**src/rtl/mem_access_ctrl_if.sv**
```systemverilog
// Signal bundle between the data-memory access controller, its two requesters and the memory.
// slave: controller view (requests and mem_rdata in; acks, strobes and read data out).
// master: requester/memory view, the mirror image of slave.
interface mem_access_ctrl_if #(
  parameter int addr_width = 16,
  parameter int data_width = 32
);
  // core load/store side
  logic                  core_req;
  logic                  core_we;
  logic [addr_width-1:0] core_addr;
  logic [data_width-1:0] core_wdata;
  logic                  core_ack;
  logic                  core_stall;

  // host/debug loader side
  logic                  host_req;
  logic                  host_we;
  logic [addr_width-1:0] host_addr;
  logic [data_width-1:0] host_wdata;
  logic                  host_ack;

  // shared read return
  logic [data_width-1:0] rd_data;

  // single-port memory side
  logic                  mem_en;
  logic                  mem_we;
  logic [addr_width-1:0] mem_addr;
  logic [data_width-1:0] mem_wdata;
  logic [data_width-1:0] mem_rdata;

  logic                  busy;

  modport slave (
    input  core_req, core_we, core_addr, core_wdata,
    input  host_req, host_we, host_addr, host_wdata,
    input  mem_rdata,
    output core_ack, core_stall, host_ack, rd_data,
    output mem_en, mem_we, mem_addr, mem_wdata, busy
  );

  modport master (
    output core_req, core_we, core_addr, core_wdata,
    output host_req, host_we, host_addr, host_wdata,
    output mem_rdata,
    input  core_ack, core_stall, host_ack, rd_data,
    input  mem_en, mem_we, mem_addr, mem_wdata, busy
  );
endinterface

```
**src/rtl/mem_access_ctrl.sv**
```systemverilog
// Arbitrates core and host accesses to one single-port data memory, round-robin on ties.
// Latency: write ack 2 cycles after the request is seen in IDLE, read ack 2 + mem_latency.
// Backpressure: one access in flight; the losing/waiting requester holds req (core sees core_stall).
module mem_access_ctrl #(
  parameter int addr_width  = 16,
  parameter int data_width  = 32,
  // cycles from the mem_en cycle to valid mem_rdata, legal 1..15 (4-bit counter)
  parameter int mem_latency = 2
) (
  input logic              clk,
  input logic              rst,
  mem_access_ctrl_if.slave bus
);

  typedef enum logic [1:0] {
    IDLE  = 2'd0,
    ISSUE = 2'd1,
    WAIT  = 2'd2,
    DONE  = 2'd3
  } state_t;

  localparam logic [3:0] lat_init = 4'(mem_latency);

  state_t state, state_nxt;

  // wait counter and arbitration bookkeeping
  logic [3:0] cnt, cnt_nxt;
  logic       grant_host, grant_host_nxt;   // owner of the access in flight
  logic       last_host, last_host_nxt;     // owner of the most recent grant

  // registered outputs
  logic                  mem_en_q, mem_en_nxt;
  logic                  mem_we_q, mem_we_nxt;
  logic [addr_width-1:0] mem_addr_q, mem_addr_nxt;
  logic [data_width-1:0] mem_wdata_q, mem_wdata_nxt;
  logic [data_width-1:0] rd_data_q, rd_data_nxt;
  logic                  core_ack_q, core_ack_nxt;
  logic                  host_ack_q, host_ack_nxt;
  logic                  busy_q, busy_nxt;

  logic any_req;
  logic pick_host;

  // Requester selection: single request wins outright, a tie goes to whoever was not granted last.
  always_comb begin
    any_req   = bus.core_req | bus.host_req;
    pick_host = (bus.core_req & bus.host_req) ? ~last_host : bus.host_req;
  end

  // State register.
  always_ff @(posedge clk) begin
    if (rst) begin
      state <= IDLE;
    end else begin
      state <= state_nxt;
    end
  end

  // Next-state: writes skip WAIT, reads wait until the counter expires.
  always_comb begin
    state_nxt = state;
    case (state)
      IDLE:    if (any_req) state_nxt = ISSUE;
      ISSUE:   state_nxt = mem_we_q ? DONE : WAIT;
      WAIT:    if (cnt == 4'd1) state_nxt = DONE;
      DONE:    state_nxt = IDLE;
      default: state_nxt = IDLE;
    endcase
  end

  // Output/datapath next values; every output is registered so they are decoded from state_nxt.
  always_comb begin
    cnt_nxt        = cnt;
    grant_host_nxt = grant_host;
    last_host_nxt  = last_host;
    mem_we_nxt     = mem_we_q;
    mem_addr_nxt   = mem_addr_q;
    mem_wdata_nxt  = mem_wdata_q;
    rd_data_nxt    = rd_data_q;

    case (state)
      IDLE: begin
        if (any_req) begin
          // grantee's command is captured here; the inputs are don't-care afterwards
          grant_host_nxt = pick_host;
          last_host_nxt  = pick_host;
          mem_we_nxt     = pick_host ? bus.host_we    : bus.core_we;
          mem_addr_nxt   = pick_host ? bus.host_addr  : bus.core_addr;
          mem_wdata_nxt  = pick_host ? bus.host_wdata : bus.core_wdata;
        end
      end
      ISSUE: begin
        if (!mem_we_q) cnt_nxt = lat_init;
      end
      WAIT: begin
        cnt_nxt = cnt - 4'd1;
        // counter at 1 is exactly mem_latency cycles after the ISSUE cycle
        if (cnt == 4'd1) rd_data_nxt = bus.mem_rdata;
      end
      default: begin
      end
    endcase

    mem_en_nxt   = (state_nxt == ISSUE);
    busy_nxt     = (state_nxt != IDLE);
    core_ack_nxt = (state_nxt == DONE) & ~grant_host_nxt;
    host_ack_nxt = (state_nxt == DONE) &  grant_host_nxt;
  end

  // Output and datapath registers; reset clears everything and biases the first tie to the core.
  always_ff @(posedge clk) begin
    if (rst) begin
      cnt         <= 4'd0;
      grant_host  <= 1'b0;
      last_host   <= 1'b1;
      mem_en_q    <= 1'b0;
      mem_we_q    <= 1'b0;
      mem_addr_q  <= '0;
      mem_wdata_q <= '0;
      rd_data_q   <= '0;
      core_ack_q  <= 1'b0;
      host_ack_q  <= 1'b0;
      busy_q      <= 1'b0;
    end else begin
      cnt         <= cnt_nxt;
      grant_host  <= grant_host_nxt;
      last_host   <= last_host_nxt;
      mem_en_q    <= mem_en_nxt;
      mem_we_q    <= mem_we_nxt;
      mem_addr_q  <= mem_addr_nxt;
      mem_wdata_q <= mem_wdata_nxt;
      rd_data_q   <= rd_data_nxt;
      core_ack_q  <= core_ack_nxt;
      host_ack_q  <= host_ack_nxt;
      busy_q      <= busy_nxt;
    end
  end

  assign bus.mem_en     = mem_en_q;
  assign bus.mem_we     = mem_we_q;
  assign bus.mem_addr   = mem_addr_q;
  assign bus.mem_wdata  = mem_wdata_q;
  assign bus.rd_data    = rd_data_q;
  assign bus.core_ack   = core_ack_q;
  assign bus.host_ack   = host_ack_q;
  assign bus.busy       = busy_q;
  // the only combinational output: stall drops in the ack cycle itself
  assign bus.core_stall = bus.core_req & ~core_ack_q;

endmodule

```
**src/flat_wrapper.sv**
```systemverilog
// flat-port wrapper written by rule: the top's interface ports become plain ports
module mem_access_ctrl_flat 
#(
  parameter int addr_width  = 16,
  parameter int data_width  = 32,
                                                                                 
  parameter int mem_latency = 2
)
  (clk, rst, bus_core_req, bus_core_we, bus_core_addr, bus_core_wdata, bus_host_req, bus_host_we, bus_host_addr, bus_host_wdata, bus_mem_rdata, bus_core_ack, bus_core_stall, bus_host_ack, bus_rd_data, bus_mem_en, bus_mem_we, bus_mem_addr, bus_mem_wdata, bus_busy);
  mem_access_ctrl_if #(.addr_width(addr_width), .data_width(data_width)) bus_i ();
  input logic clk;
  input logic rst;
  input wire logic [$bits(bus_i.core_req)-1:0] bus_core_req;
  input wire logic [$bits(bus_i.core_we)-1:0] bus_core_we;
  input wire logic [$bits(bus_i.core_addr)-1:0] bus_core_addr;
  input wire logic [$bits(bus_i.core_wdata)-1:0] bus_core_wdata;
  input wire logic [$bits(bus_i.host_req)-1:0] bus_host_req;
  input wire logic [$bits(bus_i.host_we)-1:0] bus_host_we;
  input wire logic [$bits(bus_i.host_addr)-1:0] bus_host_addr;
  input wire logic [$bits(bus_i.host_wdata)-1:0] bus_host_wdata;
  input wire logic [$bits(bus_i.mem_rdata)-1:0] bus_mem_rdata;
  output wire logic [$bits(bus_i.core_ack)-1:0] bus_core_ack;
  output wire logic [$bits(bus_i.core_stall)-1:0] bus_core_stall;
  output wire logic [$bits(bus_i.host_ack)-1:0] bus_host_ack;
  output wire logic [$bits(bus_i.rd_data)-1:0] bus_rd_data;
  output wire logic [$bits(bus_i.mem_en)-1:0] bus_mem_en;
  output wire logic [$bits(bus_i.mem_we)-1:0] bus_mem_we;
  output wire logic [$bits(bus_i.mem_addr)-1:0] bus_mem_addr;
  output wire logic [$bits(bus_i.mem_wdata)-1:0] bus_mem_wdata;
  output wire logic [$bits(bus_i.busy)-1:0] bus_busy;
  assign bus_i.core_req = bus_core_req;
  assign bus_i.core_we = bus_core_we;
  assign bus_i.core_addr = bus_core_addr;
  assign bus_i.core_wdata = bus_core_wdata;
  assign bus_i.host_req = bus_host_req;
  assign bus_i.host_we = bus_host_we;
  assign bus_i.host_addr = bus_host_addr;
  assign bus_i.host_wdata = bus_host_wdata;
  assign bus_i.mem_rdata = bus_mem_rdata;
  assign bus_core_ack = bus_i.core_ack;
  assign bus_core_stall = bus_i.core_stall;
  assign bus_host_ack = bus_i.host_ack;
  assign bus_rd_data = bus_i.rd_data;
  assign bus_mem_en = bus_i.mem_en;
  assign bus_mem_we = bus_i.mem_we;
  assign bus_mem_addr = bus_i.mem_addr;
  assign bus_mem_wdata = bus_i.mem_wdata;
  assign bus_busy = bus_i.busy;
  mem_access_ctrl #(.addr_width(addr_width), .data_width(data_width), .mem_latency(mem_latency)) u_core (.clk(clk), .rst(rst), .bus(bus_i));
endmodule
```
**config.mk**
```make
export PLATFORM = sky130hd
export DESIGN_NAME = mem_access_ctrl_flat
export DESIGN_NICKNAME = d
export VERILOG_FILES = /design/src/rtl/mem_access_ctrl_if.sv /design/src/rtl/mem_access_ctrl.sv /design/src/flat_wrapper.sv
export SDC_FILE = /design/constraint.sdc
export NUM_CORES = 1
export LEC_CHECK = 0
export CAP_MARGIN = 20
export CORE_MARGIN = 2
export CORE_UTILIZATION = 28
export DETAILED_ROUTE_END_ITERATION = 10
export PLACE_DENSITY = 0.7
export SYNTH_ARGS = -nofsm -noshare
export SYNTH_HDL_FRONTEND = slang
export SYNTH_SLANG_ARGS = --single-unit
```
**constraint.sdc**
```tcl
create_clock -name clk -period 2.2 [get_ports clk]
set_input_delay 0.44 -clock clk [delete_from_list [all_inputs] [get_ports clk]]
set_output_delay 0.44 -clock clk [all_outputs]
set_load 0.05 [all_outputs]
```
# Word level (Yosys, flattened, before mapping)
# Cells that the tools add are included.
# word_totals
register_bits	93
input_bits	134
wordCells	46
out_inout_bits	86
# op_classes
bitwise_logic	8
n_eq_ne	7
addsub	1
reduce_logical	6
n_mux	12
# op_table
op	count
32-bit 2-to-1 mux	1
16-bit 2-to-1 mux	1
2-bit one-hot mux with 4 select lines	1
4-bit one-hot mux with 2 select lines	1
2-bit == test (second input constant)	3
2-bit AND reduction	3
1-bit 2-to-1 mux	5
1-bit bitwise AND	4
2-bit by 1-bit == test with 1-bit output (second input constant)	2
4-bit by 1-bit == test with 1-bit output (second input constant)	1
2-bit 2-to-1 mux	2
4-bit 2-to-1 mux	1
2-bit nonzero test	2
4-bit by 1-bit subtractor with 4-bit output (second input constant)	1
1-bit inverter	3
2-bit logical NOT	1
2-bit inequality test (second input constant)	1
1-bit bitwise OR	1

# Longest topological paths before layout
# Gate-level depths: netlist (run 1).
# logic_depth
depth_word	6
depth_mapped	8
ltp_nobuf	5

# Least setup slack after synthesis (run 1)
# No wires, ideal clock.
# synth_path
path_kind	register to output
start	register u_core.core_ack_q (netlist: u_core.bus.core_ack)
end	output bus_core_stall
path_slack_ps	532
arrival_time_ps	1228
path_stages_with_launch	2
n_path_buf	0
required_time_ps	1760
cell_sequence	dfxtp_1 -> nor2b_1
# synth_via
elab_chain_cells	2
# synth_rtl
element	line	source
from (decl)	mem_access_ctrl.sv:37	logic core_ack_q, core_ack_nxt;
from (signal assigned)	mem_access_ctrl.sv:133	core_ack_q <= core_ack_nxt;
1-bit inverter	mem_access_ctrl.sv:148	assign bus.core_stall = bus.core_req & ~core_ack_q;
1-bit bitwise AND	mem_access_ctrl.sv:148	
to (decl)	flat_wrapper.sv:23	output wire logic [$bits(bus_i.core_stall)-1:0] bus_core_stall;
# No other way between the ends.

# Worst setup path after layout (run 1)
# layout_path
start	register u_core.mem_we_q (netlist: u_core.bus.mem_we)
end	output bus_mem_we
# layout_rtl
element	line	source
from (decl)	mem_access_ctrl.sv:33	logic mem_we_q, mem_we_nxt;
from (signal assigned)	mem_access_ctrl.sv:129	mem_we_q <= mem_we_nxt;
to (decl)	flat_wrapper.sv:27	output wire logic [$bits(bus_i.mem_we)-1:0] bus_mem_we;
# No word-level cell between the ends.

==> results of run 1 <==
==> kinds of logic (layout without fill, tap and decap cells) <==
| logic type | after synthesis | after routing | synth area share |
|---|---|---|---|
| buffers and inverters | 45 | 252 | 0.06289 |
| adder cells (fa/ha/maj) | 6 | 6 | 0.01868 |
| flip-flops | 93 | 93 | 0.4633 |
| AO/OA/AOI/OAI | 98 | 98 | 0.2070 |
| AND/OR/NAND/NOR | 238 | 238 | 0.2481 |
==> registers in the layout, indices dropped and copies added, names as in the netlist, 2 cells and up <==
signal,cells
u_core.bus.rd_data,32
u_core.cnt,4
u_core.bus.mem_wdata,32
u_core.bus.mem_addr,16
u_core.state,2
==> where the power goes <==
group          switching, µW  internal [µW]  total (µW)
registers                271           2120        2390
logic                   2510           1530        4040
clock network            674            886        1560
==> per-stage QoR <==
stage / setup slack, ns / hold slack [ns]
after floorplan: 0.5321 / 0.4575
after global placement: 0.1878 / 0.4414
after detailed placement: 0.09510 / 0.4481
after CTS: 0.1416 / 0.4575
after global routing: 0.1268 / 0.4760
final: 0.1750 / 0.4539
==> Yosys cell counts (all sizes together) (2+ instances only) <==
| cell type | n | area (µm²) |
|---|---|---|
| dfxtp | 93 | 1862 |
| o21ai | 5 | 25.02 |
| clkbuf | 13 | 48.80 |
| a31oi | 3 | 18.77 |
| nor2 | 51 | 191.4 |
| nor3 | 2 | 10.01 |
| a311oi | 49 | 554.3 |
| ha | 6 | 75.07 |
| a21oi | 35 | 175.2 |
| inv | 5 | 18.77 |
| nor2b | 5 | 31.28 |
| and2 | 2 | 12.51 |
| buf | 27 | 185.2 |
| nand2b | 2 | 12.51 |
| nand2 | 166 | 648.1 |
| nor4b | 2 | 30.03 |
| nor4 | 2 | 12.51 |
==> area by class of cell <==
type	count	area, µm²
Sequential cell	93	1862
Inverter	5	18.77
Timing Repair Buffer	231	2350
Clock buffer	9	225.2
Tap cell	180	225.2
Clock inverter	7	73.82
Fill cell	1285	7247
Multi-Input combinational cell	342	1933
==> routing by layer <==
layer,vias to the layer above,GRT usage
met3,14,0.05586
met1,1862,0.1654
met2,166,0.2802
met5,-,0
met4,0,0.06818
li1,2043,-
==> worst max-delay path by stage <==
stage | startpoint | to | slack (ns) | cells after the start
CTS | u_core.bus.mem_we | bus_mem_we | 0.14 | 1
global route | u_core.bus.mem_we | bus_mem_we | 0.13 | 1
global placement | bus_core_req | u_core.bus.mem_wdata[0] | 0.19 | 5
detailed placement | bus_core_req | u_core.bus.mem_wdata[31] | 0.1 | 5
finish | u_core.bus.mem_we | bus_mem_we | 0.17 | 1
floorplan | u_core.bus.core_ack | bus_core_stall | 0.53 | 1
==> impl_metrics.ini, run 1 <==
[run]
maxCapViolations = 0

[final_layout]
finalInstanceArea_um2 = 6688
layout_common_cells = 216 x clkdlybuf4s50_1, 156 x nand2_1, 93 x dfxtp_1
utilization = 0.4799
area_delta_synth_final_pct = 66.41
nNetsFinal = 822
diodes = 0
drive_gt1_frac = 0.09753
layout_commonest_cell = clkdlybuf4s50_1
stdcell_count = 867

[worst_setup_path]
cp_top_family = buffers and inverters
crit_buf_inv = 1
critPathMaxFanout = 5
worstPathArrival_ns = 1.59
worstRegToRegCells = 6
r2r_slack_ns = 0.45
cp_slowest_stage_delay_ns = 0.84
crit_type = reg -> out
r2r-start = u_core.state[0]
cp_cell_sequence = clkdlybuf4s50_1
cp-end-kind = primary output
crit_path_start_kind = flop
cp_slowest_cell = clkdlybuf4s50_1
r2r-end = u_core.bus.rd_data[10]
cp.required_ns = 1.76

[floorplanning]
rows = 43
core_area_um2 = 13930
die_y_um = 123.8
dieWidth_um = 123.8
die_area_um2 = 15330
start_util = 0.2884
ios = 220

[yosys]
netlist-cell-type-count = 35
ys_ff_latch = 93
syn_area_per_cell_um2 = 8.373
ys_async_sr_fraction = 0
synth_flop_cell = dfxtp_1
ys_seq_area_frac = 0.4633
synthesis.nets = 620
synth_edf_count = 0
synth_cells = 480
mappedNetlistArea_um2 = 4019
ys_warn_count = 0

[pwr]
max-vdd-ir-drop_v = 0.0006349
p_per_area_nw_per_um2 = 1194
total_power_uw = 7988
leakagePower_uw = 0.002422

[min_path]
hp-start = u_core.bus.rd_data[18]
hold_class = reg -> reg
hold-path-endpoint = u_core.bus.rd_data[18]
hold_depth = 2

[timing]
max_slew_margin = 0.6146
drv_slew = 0
finalClockSkew_ns = 0.005722
tightest_slew_ns = 0.5763
fmax_ghz = 0.4938
setup_viol = 0
min_period_ns = 2.025
hold_viol_final = 0
tns_ns = 0
fin_crit_sh = 0.9205
rsz0062_at_grt = no

[global_routing]
grt_max_degree = 50
grt_pass1_wl_um = 18600
grt_use_total = 0.1567
grt_pass1_vias = 3988
grt_antenna_before_repair = 0
overflow = 0

[place]
dp.cells = 851
port_buffers = 219
gp_congestion = 0.7890
place_area_um2 = 6389
dp_hpwl_um = 8805

[detailed_routing]
met2_length_um = 5822
finalWirelength_um = 12180
top_layer = met4
dr.pass1.iters = 4
wl_met1_um = 4859
drcViolationCount = 0
antenna_left = 0
first_iter_violations = 152
routedWlPerCell_um = 14.05
viasPerCell = 4.712
routed-wl-met3_um = 1296
vias = 4085

[clocking]
cts_hold_buf = 0
cts_inserted_buffers = 9
htreeDepth = 3
clkLatencyLatePin_ns = 0.35
cts_setup_buffers = 0
clk_path_buf_depth = 2
cts_tree = done
cts-root-buf = clkbuf_16
cts_resized = 0
clk_pin_slew_ns = 0.07
cts_sinks = 93

[status]
status = complete, no violations
No activity file was read; power rests on OpenSTA's default activity.
==> inputs of run 2 (changes only) <==
--- a/config.mk
+++ b/config.mk
@@ -5,10 +5,10 @@
 export SDC_FILE = /design/constraint.sdc
 export NUM_CORES = 1
 export LEC_CHECK = 0
-export CAP_MARGIN = 20
 export CORE_MARGIN = 2
 export CORE_UTILIZATION = 28
 export DETAILED_ROUTE_END_ITERATION = 10
+export GPL_TIMING_DRIVEN = 0
 export PLACE_DENSITY = 0.7
 export SYNTH_ARGS = -nofsm -noshare
 export SYNTH_HDL_FRONTEND = slang
==> run 2 against run 1 <==
Sequential share of layout area shrank 0.088 points. Cell count grew 3.0%. Global-route usage grew 1.8 points. Worst setup slack lost 0.063 ns. First-iteration DRC count shrank 4.6%. Combinational power is essentially flat. Critical path type is now in -> out. Largest cell class unchanged.
==> impl_metrics.ini, run 2 (same netlist as run 1, synthesis figures left out) <==
[status]
status = complete, no violations

[timing]
rsz0062_at_grt = no
min_period_ns = 2.088
drv_slew = 0
max_slew_margin = 0.4954
fmax_ghz = 0.4788
hold_viol_final = 0
fin_crit_sh = 0.9493
finalClockSkew_ns = 0.008618
tns_ns = 0
setup_viol = 0
tightest_slew_ns = 0.7569

[final_layout]
layout_commonest_cell = clkdlybuf4s50_1
drive_gt1_frac = 0.1080
stdcell_count = 893
nNetsFinal = 849
fill_cells = 1312
layout_common_cells = 217 x clkdlybuf4s50_1, 156 x nand2_1, 93 x dfxtp_1
multi_input_area_um2 = 1904
diodes = 0
seq_area_um2 = 1862
area_delta_synth_final_pct = 66.94

[worst_setup_path]
crit_path_start_kind = input port
worstPathArrival_ns = 1.65
crit_type = in -> out
critPathMaxFanout = 7
cp.required_ns = 1.76
cp-end-kind = primary output
worstRegToRegCells = 8

[clocking]
cts_inserted_buffers = 9
cts_tree = done
cts-root-buf = clkbuf_16
cts_setup_buffers = 0
cts_hold_buf = 0
cts_sinks = 93
clk_pin_slew_ns = 0.06
clk_path_buf_depth = 2
clkLatencyLatePin_ns = 0.35
cts_resized = 3
htreeDepth = 3

[pwr]
seqPwrFrac = 0.298
total_power_uw = 7963
intPower_uw = 4490
switchingPower_uw = 3473
combPwrFrac = 0.510
swShare = 0.4361
max-vdd-ir-drop_v = 0.0005381
power_frac_clock = 0.191
leakagePower_uw = 0.002461
p_per_area_nw_per_um2 = 1187

[floorplanning]
die_area_um2 = 15330
start_util = 0.2884
dieWidth_um = 123.8
core_area_um2 = 13930
rows = 43
die_y_um = 123.8
ios = 220

[detailed_routing]
routed-wl-met3_um = 1546
dr.pass1.iters = 4
viasPerCell = 4.698
met2_length_um = 6596
top_layer = met4
finalWirelength_um = 13460
drcViolationCount = 0
wl_met1_um = 5137
vias = 4195
routedWlPerCell_um = 15.08
first_iter_violations = 145
antenna_left = 0

[global_routing]
grt_max_degree = 15
overflow = 0
grt_use_total = 0.1746
grt_antenna_before_repair = 0
grt_pass1_vias = 4112
grt_pass1_wl_um = 20330

[place]
gp_congestion = 0.8237
port_buffers = 218
dp.cells = 878
dp_hpwl_um = 10390

[run]
maxCapViolations = 0

[min_path]
hold_depth = 2
hold_class = reg -> reg
[run 2: path summary, 6_finish.rpt]
path	start	end	slack, ns
worst min-delay path	u_core.bus.rd_data[4]	u_core.bus.rd_data[4]	0.46
worst max-delay path	bus_core_req	bus_core_stall	0.11
worst min register to register	u_core.bus.rd_data[4]	u_core.bus.rd_data[4]	0.46
worst max register to register	u_core.state[0]	u_core.bus.rd_data[21]	0.34
[run 2: routing by layer]
layer	up-vias	global-route usage
li1	2096	-
met1	1909	0.1844
met2	176	0.3070
met3	14	0.07921
met4	0	0.05966
met5	-	0
[run 2: critical path: stages]
cell and delay [ns]:
clkdlybuf4s50_1 0.65, nor2b_1 0.17, clkdlybuf4s15_2 0.38
[run 2: layout make-up]
| class | count | share of cell area |
|---|---|---|
| Sequential cell | 93 | 0.2775 |
| Multi-Input combinational cell | 342 | 0.2839 |
| Clock buffer | 10 | 0.03413 |
| Tap cell | 180 | 0.03357 |
| Timing Repair Buffer | 218 | 0.3254 |
| Buffer | 40 | 0.03488 |
| Clock inverter | 5 | 0.007833 |
| Inverter | 5 | 0.002797 |
[run 2: stage by stage]
step,worst slack [ns],utilization,instance area [µm²],hold slack (ns)
CTS,0.1048,0.4815,6709,0.4583
floorplan,0.5321,-,4019,0.4575
global route,0.06641,0.4815,6709,0.4671
global placement,-0.3157,0.4612,6426,0.4415
detailed placement,-0.3335,0.4612,6426,0.4465
finish,0.1116,0.4815,6709,0.4568
[run 2: power by group through the flow]
stage	logic (µW)	registers, µW	clock network [µW]
after floorplan	1440	3650	0
after global placement	4040	2390	0
after detailed placement	4090	2410	0
after CTS	4100	2380	1570
after global routing	4340	2430	1640
final	4060	2380	1520
==> inputs of run 3 (changes only) <==
--- a/config.mk
+++ b/config.mk
@@ -10,6 +10,7 @@
 export DETAILED_ROUTE_END_ITERATION = 10
 export GPL_TIMING_DRIVEN = 0
 export PLACE_DENSITY = 0.7
+export SLEW_MARGIN = 20
 export SYNTH_ARGS = -nofsm -noshare
 export SYNTH_HDL_FRONTEND = slang
 export SYNTH_SLANG_ARGS = --single-unit
==> results of run 3 <==
The final DEF is identical to that of run 2; final timing and power are the same.
